## config.mk

```make
export PLATFORM = sky130hd
export DESIGN_NAME = cla_pipe_addsub_flat
export DESIGN_NICKNAME = d
export VERILOG_FILES = /design/src/rtl/cla_pipe_addsub_if.sv /design/src/rtl/cla_pipe_addsub.sv /design/src/flat_wrapper.sv
export SDC_FILE = /design/constraint.sdc
export NUM_CORES = 1
export LEC_CHECK = 0
export BUFFER_PORTS_ARGS = -buffer_cell sky130_fd_sc_hd__buf_4
export CAP_MARGIN = 20
export CORE_MARGIN = 2
export CORE_UTILIZATION = 45
export CTS_CLUSTER_DIAMETER = 50
export CTS_CLUSTER_SIZE = 16
export DETAILED_ROUTE_END_ITERATION = 8
export GPL_ROUTABILITY_DRIVEN = 0
export PLACE_DENSITY = 0.68
export SYNTH_ARGS = -nofsm -noshare
export SYNTH_HDL_FRONTEND = slang
export SYNTH_SLANG_ARGS = --single-unit
export TNS_END_PERCENT = 30
```

## constraint.sdc

```tcl
create_clock -name clk -period 4.01 [get_ports clk]
set_input_delay 0.2005 -clock clk [delete_from_list [all_inputs] [get_ports clk]]
set_output_delay 0.2005 -clock clk [all_outputs]
set_load 0.005 [all_outputs]
```

## src/rtl/cla_pipe_addsub_if.sv

```systemverilog
// Handshake bundle for cla_pipe_addsub: operand side (in_*) and result side (out_*).
// slave = the adder; master = the producer/consumer driving it.
interface cla_pipe_addsub_if #(
  parameter int WIDTH = 32
);
  logic             in_valid;
  logic             in_ready;
  logic             op_sub;
  logic [WIDTH-1:0] a;
  logic [WIDTH-1:0] b;
  logic             c_in;
  logic             out_valid;
  logic             out_ready;
  logic [WIDTH-1:0] sum;
  logic             c_out;
  logic             ovf;
  logic             zero;

  modport slave (
    input  in_valid, op_sub, a, b, c_in, out_ready,
    output in_ready, out_valid, sum, c_out, ovf, zero
  );

  modport master (
    output in_valid, op_sub, a, b, c_in, out_ready,
    input  in_ready, out_valid, sum, c_out, ovf, zero
  );
endinterface

```

## src/rtl/cla_pipe_addsub.sv

```systemverilog
// Pipelined add/sub built from 4-bit CLA groups, WIDTH/STAGES result bits per stage.
// Ports: clk, rst_n (async, active low), bus (slave: valid/ready in, valid/ready out, flags).
module cla_pipe_addsub #(
  parameter int WIDTH  = 32,
  parameter int STAGES = 2
) (
  input  logic             clk,
  input  logic             rst_n,
  cla_pipe_addsub_if.slave bus
);
  localparam int SW  = WIDTH / STAGES;
  localparam int NG  = SW / 4;
  localparam int MSB = WIDTH - 1;
  localparam int L   = STAGES - 1;

  typedef struct packed {
    logic             v;
    logic             c;
    logic [WIDTH-1:0] a;
    logic [WIDTH-1:0] b;
    logic [WIDTH-1:0] s;
  } stage_t;

  function automatic logic [SW:0] cla_slice(
    input logic [SW-1:0] x,
    input logic [SW-1:0] y,
    input logic          cin
  );
    logic [SW-1:0] g;
    logic [SW-1:0] p;
    logic [SW-1:0] s;
    logic [NG-1:0] gg;
    logic [NG-1:0] gp;
    logic [NG:0]   cg;
    logic [3:0]    cb;
    logic          t;
    g = x & y;
    p = x ^ y;
    for (int j = 0; j < NG; j++) begin
      gg[j] = g[4*j+3]
            | (p[4*j+3] & g[4*j+2])
            | (p[4*j+3] & p[4*j+2] & g[4*j+1])
            | ((&p[4*j+1 +: 3]) & g[4*j]);
      gp[j] = &p[4*j +: 4];
    end
    // Group carries as flat sum-of-products over group G/P.
    cg[0] = cin;
    for (int j = 0; j < NG; j++) begin
      t = cin;
      for (int m = 0; m <= j; m++) t = t & gp[m];
      cg[j+1] = t;
      for (int i = 0; i <= j; i++) begin
        t = gg[i];
        for (int m = i + 1; m <= j; m++) t = t & gp[m];
        cg[j+1] = cg[j+1] | t;
      end
    end
    for (int j = 0; j < NG; j++) begin
      cb[0] = cg[j];
      cb[1] = g[4*j]
            | (p[4*j] & cg[j]);
      cb[2] = g[4*j+1]
            | (p[4*j+1] & g[4*j])
            | (p[4*j+1] & p[4*j] & cg[j]);
      cb[3] = g[4*j+2]
            | (p[4*j+2] & g[4*j+1])
            | (p[4*j+2] & p[4*j+1] & g[4*j])
            | (p[4*j+2] & p[4*j+1] & p[4*j] & cg[j]);
      s[4*j +: 4] = p[4*j +: 4] ^ cb;
    end
    return {cg[NG], s};
  endfunction

  stage_t      st_in [STAGES];
  stage_t      st_nx [STAGES];
  stage_t      st_q  [STAGES];
  logic [SW:0] res   [STAGES];
  logic        advance;
  logic        ovf_nx;
  logic        zero_nx;
  logic        ovf_q;
  logic        zero_q;

  assign advance      = !st_q[L].v || bus.out_ready;
  assign bus.in_ready = advance;

  always_comb begin
    // Subtract runs as a + ~b + ~c_in, so c_in becomes a borrow.
    st_in[0].v = bus.in_valid;
    st_in[0].c = bus.c_in ^ bus.op_sub;
    st_in[0].a = bus.a;
    st_in[0].b = bus.op_sub ? ~bus.b : bus.b;
    st_in[0].s = '0;
    for (int k = 1; k < STAGES; k++) begin
      st_in[k] = st_q[k-1];
    end
    for (int k = 0; k < STAGES; k++) begin
      res[k] = cla_slice(st_in[k].a[k*SW +: SW],
                         st_in[k].b[k*SW +: SW],
                         st_in[k].c);
      st_nx[k] = st_in[k];
      st_nx[k].s[k*SW +: SW] = res[k][SW-1:0];
      st_nx[k].c = res[k][SW];
    end
    ovf_nx  = (st_in[L].a[MSB] == st_in[L].b[MSB])
           && (st_nx[L].s[MSB] != st_in[L].a[MSB]);
    zero_nx = (st_nx[L].s == '0);
  end

  // Data only loads behind a valid op so held results and flags stay put.
  always_ff @(posedge clk or negedge rst_n) begin
    if (!rst_n) begin
      for (int k = 0; k < STAGES; k++) st_q[k] <= '0;
      ovf_q  <= 1'b0;
      zero_q <= 1'b0;
    end else if (advance) begin
      for (int k = 0; k < STAGES; k++) begin
        if (st_in[k].v) st_q[k] <= st_nx[k];
        else            st_q[k].v <= 1'b0;
      end
      if (st_in[L].v) begin
        ovf_q  <= ovf_nx;
        zero_q <= zero_nx;
      end
    end
  end

  assign bus.out_valid = st_q[L].v;
  assign bus.sum       = st_q[L].s;
  assign bus.c_out     = st_q[L].c;
  assign bus.ovf       = ovf_q;
  assign bus.zero      = zero_q;
endmodule

```

## src/flat_wrapper.sv

```systemverilog
// flat-port wrapper written by rule: the top's interface ports become plain ports
module cla_pipe_addsub_flat 
#(
  parameter int WIDTH  = 32,
  parameter int STAGES = 2
)
  (clk, rst_n, bus_in_valid, bus_op_sub, bus_a, bus_b, bus_c_in, bus_out_ready, bus_in_ready, bus_out_valid, bus_sum, bus_c_out, bus_ovf, bus_zero);
  cla_pipe_addsub_if #(.WIDTH(WIDTH)) bus_i ();
  input  logic clk;
  input  logic rst_n;
  input wire logic [$bits(bus_i.in_valid)-1:0] bus_in_valid;
  input wire logic [$bits(bus_i.op_sub)-1:0] bus_op_sub;
  input wire logic [$bits(bus_i.a)-1:0] bus_a;
  input wire logic [$bits(bus_i.b)-1:0] bus_b;
  input wire logic [$bits(bus_i.c_in)-1:0] bus_c_in;
  input wire logic [$bits(bus_i.out_ready)-1:0] bus_out_ready;
  output wire logic [$bits(bus_i.in_ready)-1:0] bus_in_ready;
  output wire logic [$bits(bus_i.out_valid)-1:0] bus_out_valid;
  output wire logic [$bits(bus_i.sum)-1:0] bus_sum;
  output wire logic [$bits(bus_i.c_out)-1:0] bus_c_out;
  output wire logic [$bits(bus_i.ovf)-1:0] bus_ovf;
  output wire logic [$bits(bus_i.zero)-1:0] bus_zero;
  assign bus_i.in_valid = bus_in_valid;
  assign bus_i.op_sub = bus_op_sub;
  assign bus_i.a = bus_a;
  assign bus_i.b = bus_b;
  assign bus_i.c_in = bus_c_in;
  assign bus_i.out_ready = bus_out_ready;
  assign bus_in_ready = bus_i.in_ready;
  assign bus_out_valid = bus_i.out_valid;
  assign bus_sum = bus_i.sum;
  assign bus_c_out = bus_i.c_out;
  assign bus_ovf = bus_i.ovf;
  assign bus_zero = bus_i.zero;
  cla_pipe_addsub #(.WIDTH(WIDTH), .STAGES(STAGES)) u_core (.clk(clk), .rst_n(rst_n), .bus(bus_i));
endmodule
```

==> results.cfg <==
[outcome]
status = finished clean

[floorplan]
die_area_mm2 = 0.0115
die_x_um = 107
fp.dieH_um = 107
rows = 37
initial_core_util = 0.464
design.core.area_mm2 = 0.0103
pin_count = 107

[timing]
finalSetupViolCount = 0
hold_viol = 0
max_slew.worst_pin.slew_ns = 0.696
slew_headroom = 0.536
final.setup_skew_ns = 0.00269
post-route-min-period_ns = 3.31
rsz0062_at_grt = no
fin_setup_tns_ns = 0
slew_violations = 0
fmax_mhz = 302
final.period_utilization = 0.825

[logic_synthesis]
syn-mean-instance-area_um2 = 9.89
syn_inst = 485
synth_ff_type = dfrtp_1
synth_nets = 595
syn-cell-area_mm2 = 0.00479
netlist-cell-type-count = 43
yosysWarnings = 0
seq_area_frac_synth = 0.449
synth_edf_count = 0
synthArstFlopShare = 1.00
ys_ff_latch = 86

[worst_hold_path]
worstHoldPathCells = 2
hp-class = in2reg

[place]
dpl.hpwl_um = 8050
portBuffers = 106
dp_cells = 710

[clock_network]
cts_root_buf = clkbuf_8
clkTransAtPathRegs_ns = 0.08
insertion_delay_ns = 0.35
cts_max_level = 3
clock_path_buffers = 2
ctsResizeCount = 0
cts.sinks = 86
cts_buffers = 9
post_cts_buffers = 0
tritoncts = built
cts_hold_buf = 0

[cells_and_area]
drive_above_1_share = 0.248
nets = 697
areaGrowthSynthToFinish_pct = 24.7
layout_common_cells = nand2_1, buf_4, dfrtp_1, o21ai_0, ha_1
layout.area.seq_mm2 = 0.00215
nFillCells = 929
multi_input_area_mm2 = 0.00251
num_antenna_cells = 0
fin_cells = 728
final_common_cell = nand2_1

[pwr]
power.total_mw = 3.27
p_leak_nw = 2.97
p_sw_mw = 1.11
vdd_drop_max_mv = 0.247
p_per_area_mw_per_mm2 = 547
pwr-share-seq = 0.402
combPwrFrac = 0.376
clock_power_share = 0.222
p_int_mw = 2.16
switching_share = 0.338

[worst_setup_path]
worstRegToRegCells = 11
critPathSlowestCell = fa_1
critPathLaunchType = register
rrSetupSlack_ns = 0.70
critPathArrivalTime_ns = 3.58
cp-end-kind = register
r2r-start = u_core.st_in[55]
critPathRequiredTime_ns = 4.28
path_cells = ha_1 -> a2111oi_4 -> o21ai_1 -> o21a_1 -> a41o_2 -> fa_1 -> nor4b_1 -> nand4_1 -> nor3_1 -> nand3_1 -> o31ai_1
critical_path.endpoint = u_core.bus.zero
cp_top_family = compound AO/OA/AOI/OAI gates
crit_fanout = 5
critical_path_class = reg2reg
slowest_delay_ns = 0.51
worstSetupPathDepth = 11
r2r-end = u_core.bus.zero
startpoint = u_core.st_in[55]
path_buf_inv = 0

[global_routing]
overflow = 0
antenna_found_initial = 0
grt_pass1_vias = 3524
grt_max_degree = 87
grt_pass1_wl_um = 17100
grt_use_total = 0.191

[drt]
wl_met2_um = 4790
drt_iter0_markers = 181
met1_length_um = 5140
drtPass1Iterations = 4
route.detailed.drc = 0
avgViaCountPerCell = 5.07
route.final.wire_length_um = 10500
wl_met3_um = 397
vias = 3692
wl_per_cell_um = 14.4
routed.top_layer = met4
route.antenna.remaining_nets = 0

[flow_run]
drv_cap = 0
[worst register-to-register path, stage by stage, from the launching register on]
cell	delay [ns]
dfrtp_1	0.39
ha_1	0.40
a2111oi_4	0.39
o21ai_1	0.11
o21a_1	0.13
a41o_2	0.31
fa_1	0.51
nor4b_1	0.30
nand4_1	0.14
nor3_1	0.20
nand3_1	0.11
o31ai_1	0.21
[synth_stat cells, drive strengths merged, types with 2 or more instances]
| library cell | n | area (µm²) |
|---|---|---|
| a21o | 11 | 82.6 |
| o21a | 3 | 22.5 |
| nor3 | 4 | 20.0 |
| buf | 5 | 27.5 |
| a31oi | 3 | 33.8 |
| o31ai | 5 | 37.5 |
| o21bai | 3 | 22.5 |
| xnor2 | 26 | 228 |
| nor4 | 4 | 25.0 |
| nand2 | 113 | 424 |
| inv | 14 | 52.6 |
| and2 | 4 | 26.3 |
| mux2 | 16 | 180 |
| a211oi | 2 | 15.0 |
| nand3 | 5 | 25.0 |
| dfrtp | 86 | 2150 |
| a21oi | 16 | 80.1 |
| xor2 | 31 | 272 |
| clkbuf | 15 | 56.3 |
| nor2 | 12 | 45.0 |
| fa | 8 | 160 |
| nand4 | 4 | 25.0 |
| ha | 32 | 400 |
| o21ai | 47 | 235 |
| and3 | 3 | 18.8 |
[power by group through the flow]
stage	Combinational [mW]	Sequential (mW)	Clock [mW]
floorplan	0.737	1.29	0
global placement	1.21	1.32	0
detailed placement	1.24	1.33	0
CTS	1.24	1.32	0.740
global route	1.39	1.35	0.776
finish	1.23	1.31	0.725
[how the worst min path moves through the flow]
stage / start / slack (ns) / endpoint
final: bus_a[29] / 0.07 / u_core.st_in[93]
after global routing: bus_a[27] / 0.06 / u_core.st_in[91]
after floorplan: rst_n / -0.1 / u_core.bus.c_out
after global placement: bus_a[29] / 0.43 / u_core.st_in[93]
after CTS: bus_a[29] / 0.06 / u_core.st_in[93]
after detailed placement: bus_a[29] / 0.44 / u_core.st_in[93]
[metrics by stage]
| stage | setup slack (ns) | utilization | hold slack, ns | cell area (µm²) |
|---|---|---|---|---|
| after floorplan | 0.862 | - | -0.0951 | 4790 |
| after global placement | 0.878 | 0.552 | 0.433 | 5700 |
| after detailed placement | 0.715 | 0.552 | 0.437 | 5700 |
| after CTS | 0.683 | 0.575 | 0.0554 | 5940 |
| after global routing | 0.447 | 0.579 | 0.0634 | 5980 |
| final | 0.700 | 0.579 | 0.0717 | 5980 |
[layer usage]
layer | vias up | global-route usage
li1 | 1845 | -
met1 | 1742 | 0.279
met2 | 90 | 0.292
met3 | 15 | 0.0243
met4 | 0 | 0.0696
met5 | - | 0
[cell type report]
type | instances | share of cell area
inverters | 14 | 0.00879
clock buffers | 11 | 0.0220
repair buffers | 111 | 0.143
multi-input cells | 365 | 0.420
clock inverters | 5 | 0.0178
well taps | 136 | 0.0285
flip-flops and latches | 86 | 0.360
[logic make-up after synthesis]
logic type / Yosys count / synth area share
DFF: 86 / 0.449
and+or+nand+nor: 155 / 0.136
AOI/OAI and AO/OA: 97 / 0.128
buffers and inverters: 34 / 0.0284
xor gates and xnor gates: 57 / 0.104
muxes: 16 / 0.0376
adders and majority gates: 40 / 0.117
[flip-flops by register name, indices dropped and copies added (netlist names)]
| signal | count |
|---|---|
| u_core.bus.out_valid | 1 |
| u_core.st_in | 50 |
| u_core.bus.ovf | 1 |
| u_core.bus.c_out | 1 |
| u_core.bus.sum | 32 |
| u_core.bus.zero | 1 |
Note: power is estimated with default switching activity, not from simulation.
